$ cat src/rtl/memory_arbiter.sv
// memory_arbiter: shares the single main-memory port between the instruction
// cache (port I) and the data cache (port D). One client owns the memory at a
// time; the owner's signals are forwarded combinationally and the other client
// sees the memory as busy.
// Optional feature macro: ARBITER_ROUND_ROBIN_EN. When it is defined, a
// last_grant register gives alternating priority on simultaneous requests.
// When it is undefined, arbitration uses fixed priority with D over I.
module memory_arbiter #(
  parameter int ADDR_WIDTH = 12,
  parameter int LINE_WIDTH = 128
) (
  input  logic                  clk,
  input  logic                  reset,
  // port I (instruction cache)
  input  logic                  i_mem_enable,
  input  logic                  i_mem_op_init,
  input  logic                  i_mem_op,
  input  logic [ADDR_WIDTH-1:0] i_mem_address,
  input  logic [LINE_WIDTH-1:0] i_mem_data_in,
  input  logic                  i_mem_op_done,
  output logic [LINE_WIDTH-1:0] i_mem_data_out,
  output logic                  i_mem_data_ready,
  output logic                  i_memory_in_use,
  // port D (data cache)
  input  logic                  d_mem_enable,
  input  logic                  d_mem_op_init,
  input  logic                  d_mem_op,
  input  logic [ADDR_WIDTH-1:0] d_mem_address,
  input  logic [LINE_WIDTH-1:0] d_mem_data_in,
  input  logic                  d_mem_op_done,
  output logic [LINE_WIDTH-1:0] d_mem_data_out,
  output logic                  d_mem_data_ready,
  output logic                  d_memory_in_use,
  // memory side
  output logic                  mem_enable,
  output logic                  mem_op_init,
  output logic                  mem_op,
  output logic [ADDR_WIDTH-1:0] mem_address,
  output logic [LINE_WIDTH-1:0] mem_data_in,
  output logic                  mem_op_done,
  input  logic [LINE_WIDTH-1:0] mem_data_out,
  input  logic                  mem_data_ready,
  input  logic                  mem_memory_in_use
);

  typedef enum logic [1:0] {
    IDLE   = 2'd0,
    BUSY_I = 2'd1,
    BUSY_D = 2'd2
  } state_t;

  state_t state_q, state_d;
  logic   req_i, req_d, prefer_d;

  assign req_i = i_mem_enable & i_mem_op_init;
  assign req_d = d_mem_enable & d_mem_op_init;

`ifdef ARBITER_ROUND_ROBIN_EN
  // last_grant encoding: 0 = port I, 1 = port D
  logic last_grant_q, last_grant_d;

  assign prefer_d = ~last_grant_q;

  // Record which port received the most recent grant out of IDLE
  always_comb begin
    last_grant_d = last_grant_q;
    if (state_q == IDLE && state_d == BUSY_I) last_grant_d = 1'b0;
    else if (state_q == IDLE && state_d == BUSY_D) last_grant_d = 1'b1;
  end
`else
  assign prefer_d = 1'b1;
`endif

  // Next grant: arbitrate only from IDLE; the owner leaves on op_done or when it drops enable
  always_comb begin
    state_d = state_q;
    case (state_q)
      IDLE: begin
        if (req_i && req_d) state_d = prefer_d ? BUSY_D : BUSY_I;
        else if (req_d)     state_d = BUSY_D;
        else if (req_i)     state_d = BUSY_I;
      end
      BUSY_I: if (i_mem_op_done || !i_mem_enable) state_d = IDLE;
      BUSY_D: if (d_mem_op_done || !d_mem_enable) state_d = IDLE;
      default: state_d = IDLE;
    endcase
  end

  // Grant register; reset returns to IDLE from any state, even mid-transfer
  always_ff @(posedge clk) begin
    if (!reset) begin
      state_q <= IDLE;
`ifdef ARBITER_ROUND_ROBIN_EN
      last_grant_q <= 1'b0;
`endif
    end else begin
      state_q <= state_d;
`ifdef ARBITER_ROUND_ROBIN_EN
      last_grant_q <= last_grant_d;
`endif
    end
  end

  // Route the owner's signals to memory and mark the memory busy for the other port
  always_comb begin
    mem_enable       = 1'b0;
    mem_op_init      = 1'b0;
    mem_op           = 1'b0;
    mem_address      = '0;
    mem_data_in      = '0;
    mem_op_done      = 1'b0;
    i_mem_data_out   = '0;
    i_mem_data_ready = 1'b0;
    i_memory_in_use  = mem_memory_in_use;
    d_mem_data_out   = '0;
    d_mem_data_ready = 1'b0;
    d_memory_in_use  = mem_memory_in_use;
    case (state_q)
      BUSY_I: begin
        mem_enable       = i_mem_enable;
        mem_op_init      = i_mem_op_init;
        mem_op           = i_mem_op;
        mem_address      = i_mem_address;
        mem_data_in      = i_mem_data_in;
        mem_op_done      = i_mem_op_done;
        i_mem_data_out   = mem_data_out;
        i_mem_data_ready = mem_data_ready;
        d_memory_in_use  = 1'b1;
      end
      BUSY_D: begin
        mem_enable       = d_mem_enable;
        mem_op_init      = d_mem_op_init;
        mem_op           = d_mem_op;
        mem_address      = d_mem_address;
        mem_data_in      = d_mem_data_in;
        mem_op_done      = d_mem_op_done;
        d_mem_data_out   = mem_data_out;
        d_mem_data_ready = mem_data_ready;
        i_memory_in_use  = 1'b1;
      end
      default: ;
    endcase
    // Neither client may start while reset is held
    if (!reset) begin
      i_memory_in_use = 1'b1;
      d_memory_in_use = 1'b1;
    end
  end

endmodule

$ cat config.mk
export PLATFORM = sky130hd
export DESIGN_NAME = memory_arbiter
export DESIGN_NICKNAME = d
export VERILOG_FILES = /design/src/rtl/memory_arbiter.sv
export SDC_FILE = /design/constraint.sdc
export NUM_CORES = 1
export LEC_CHECK = 0
export ABC_AREA = 1
export ABC_CLOCK_PERIOD_IN_PS = 1200
export BUFFER_PORTS_ARGS = -buffer_cell sky130_fd_sc_hd__buf_2
export CORE_AREA = 2 2 317 319
export CTS_CLUSTER_SIZE = 14
export DETAILED_ROUTE_END_ITERATION = 8
export DIE_AREA = 0 0 319 321
export REMOVE_ABC_BUFFERS = 1
export SETUP_SLACK_MARGIN = 0.05
export SYNTH_ARGS = -nofsm -noshare
export SYNTH_HDL_FRONTEND = slang
export SYNTH_SLANG_ARGS = --single-unit
$ cat constraint.sdc
create_clock -name clk -period 1.2 [get_ports clk]
set_input_delay 0.12 -clock clk [delete_from_list [all_inputs] [get_ports clk]]
set_output_delay 0.12 -clock clk [all_outputs]
set_load 0.01 [all_outputs]
==> results.py <==
metrics = {
    "yosys": {
        "synth-seq-cells": 2,
        "yosysMostFrequentCell": "nand2_1",
        "syn_area_um2": 4433,
        "syn_inst": 1056,
        "synthTopCellsByCount": "nand2_1 (552), inv_1 (264), a21oi_1 (147), buf_2 (38), buf_4 (19)",
        "synth_ff_type": "dfxtp_1",
        "yosysSeqAreaShare_pct": 0.9032,
        "synth-edff-count": 0,
        "syn_avg_cell_area_um2": 4.198,
        "synth_top_area_share_pct": 46.74,
        "ys_warn_count": 0,
        "synth.area.top_cells": "nand2_1 (47%), inv_1 (22%), a21oi_1 (17%)",
        "ys_async_sr_fraction_pct": 0,
        "synth_area_leader_cell": "nand2_1",
        "ys_types": 13,
    },
    "sta": {
        "holdWs_ns": 0.1865,
        "tightest_slew_ns": 0.2488,
        "skew_ns": 0.001661,
        "rsz0062_at_grt": "yes",
        "clock.fmax_mhz": 546.7,
        "final_hold_viol_count": 0,
        "setup_viol_count_final": 406,
        "slew_violations": 0,
        "min_period_over_period_pct": 152.4,
        "maxSlewHeadroom_pct": 83.53,
        "fin_crit_ns": 1.829,
        "finalWorstSetupSlack_ns": -0.6293,
        "fin_tns_setup_ns": -189.26,
    },
    "global_routing": {
        "grt_pass1_wl_um": 93800,
        "grt_pass1_vias": 8825,
        "antenna_found_initial": 105,
        "grt_max_degree": 40,
        "grt_usage_pct": 14.20,
        "grt.overflow.total": 0,
    },
    "placed_design": {
        "dp_hpwl_um": 71780,
        "finalWeightedCongestion": 0.9599,
        "dp_cells": 3161,
        "place_ws_ns": -0.5341,
        "port_buffers": 823,
        "dpl_cell_area_um2": 10560,
    },
    "power": {
        "p_leak_nw": 8.438,
        "power.density_nw_per_um2": 607.9,
        "p_sw_share_pct": 53.75,
        "peakVddDrop_uv": 282.3,
        "p_clk_share_pct": 6.1,
        "switchingPower_mw": 4.388,
        "seq_power_share_pct": 1.0,
        "comb_power_share_pct": 92.8,
        "p_int_mw": 3.776,
        "report.power.total_mw": 8.164,
    },
    "clock_tree": {
        "tritoncts": "yes",
        "holdBufCountCts": 0,
        "cts_buffers": 3,
        "clk_pin_slew_ns": 0.03,
        "clk_latency_ns": 0.22,
        "cts_buffer_depth": 2,
        "clock_sinks": 2,
        "cts-root-buf": "clkbuf_16",
        "htreeDepth": 1,
    },
    "final_layout": {
        "num-nets-final": 2334,
        "largestRegisters": "state_q (2)",
        "stdcell_area_um2": 13430,
        "final_core_util_pct": 13.53,
        "syn2layout_area_growth_pct": 202.9,
        "largest_reg_flops": 2,
        "fin_cells": 3223,
        "drive_gt1_share_pct": 59.83,
        "regMostFlops": "state_q",
    },
    "critical_path": {
        "path_cells": "inv_2, buf_4, ha_4, inv_12, bufbuf_16, a21oi_1, buf_2",
        "worstSetupStartpointType": "flop",
        "max_stage_delay_ns": 0.32,
        "required_ns": 1.08,
        "cp.arrival_ns": 1.71,
        "end_kind": "output pin",
        "crit_slowest_cell": "dfxtp_2",
        "setup.worst_path.class": "flop to output pin",
        "path_max_fanout": 12,
    },
    "route": {
        "drt_iter0_markers": 623,
        "drc": 0,
        "drt-total-wl_um": 80050,
        "num_vias": 10370,
        "firstDrtPassIters": 5,
        "ant_nets": 0,
        "via_per_inst": 3.218,
        "wire_per_inst_um": 24.84,
    },
    "outcome": {
        "violations": "setup timing",
        "status": "finished, violations left",
    },
    "die": {
        "die_h_um": 321,
        "rows": 116,
        "core_um2": 99280,
        "io_pins": 824,
        "die_area_um2": 102400,
        "start_util_pct": 4.465,
        "fp.dieW_um": 319,
    },
    "hold_path": {
        "hold_class": "primary input to flop",
    },
    "flow_run": {
        "drv_cap": 0,
    },
}
## final timing paths
path	from	endpoint	slack [ns]	cells past startpoint
hold reg to reg	state_q[1]	state_q[1]	0.61	3
setup reg to reg	state_q[0]	state_q[0]	-0.21	8
hold / removal	reset	state_q[1]	0.19	3
setup / recovery	state_q[0]	mem_data_in[71]	-0.63	7
## critical path, delay by kind of cell, from the launching register on
family,cells,cell delay (ns)
buffers and inverters,5,0.71
DFF,1,0.32
adders and majority gates,1,0.30
AOI/OAI and AO/OA,1,0.12
## power by group through the flow
stage | clock [mW] | sequential, mW | combinational [mW]
4_1_cts | 0.511 | 0.0823 | 6.49
3_3_place_gp | 0 | 0.0792 | 5.45
2_1_floorplan | 0 | 0.0813 | 2.23
6_report | 0.501 | 0.0832 | 7.58
5_1_grt | 0.519 | 0.0841 | 8.05
3_5_place_dp | 0 | 0.0796 | 5.49
## placed cells by master, fill, tap and decap left out, drive strengths merged
master	n
ha	5
o21ai	1
a21oi	147
dfxtp	2
clkbuf	20
buf	905
nor2	3
inv	265
nand3	5
diode	18
bufbuf	2
nand2	552
## final cells by class
class / instances / area (um^2)
fillers: 11600 / 85850
well taps: 1298 / 1624
diodes: 18 / 45.04
flip-flops and latches: 2 / 42.54
multi-input cells: 713 / 4104
inverters: 265 / 1010
clock buffers: 3 / 75.07
repair buffers: 924 / 6529
## what timing repair did
item                                    in CTS  in global routing
resized for setup                          256                267
buffers inserted                             8                  7
pin swaps                                    7                 62
endpoints found under the setup margin     406                406
cloned                                      10                 19
## per-layer routing
layer	track usage [%]	share of wire [%]	vias to the layer above	routed length [um]
met4	1.908	3.1	86	2505
met3	9.105	16	219	12470
li1	-	-	4733	-
met5	0	0.71	-	569
met2	22.45	43	733	34210
met1	16.40	38	4601	30290
## cells by family (layout without fill, tap and decap cells)
group                      Yosys count  count (layout)  share of synthesized area (%)
AOI/OAI and AO/OA                  148             148                          16.71
adders and majority gates            5               5                          1.411
buffers and inverters              341            1192                          33.42
DFF                                  2               2                         0.9032
other                                0              18                              0
and+or+nand+nor                    560             560                          47.56
Power figures use the tool's default switching activity.
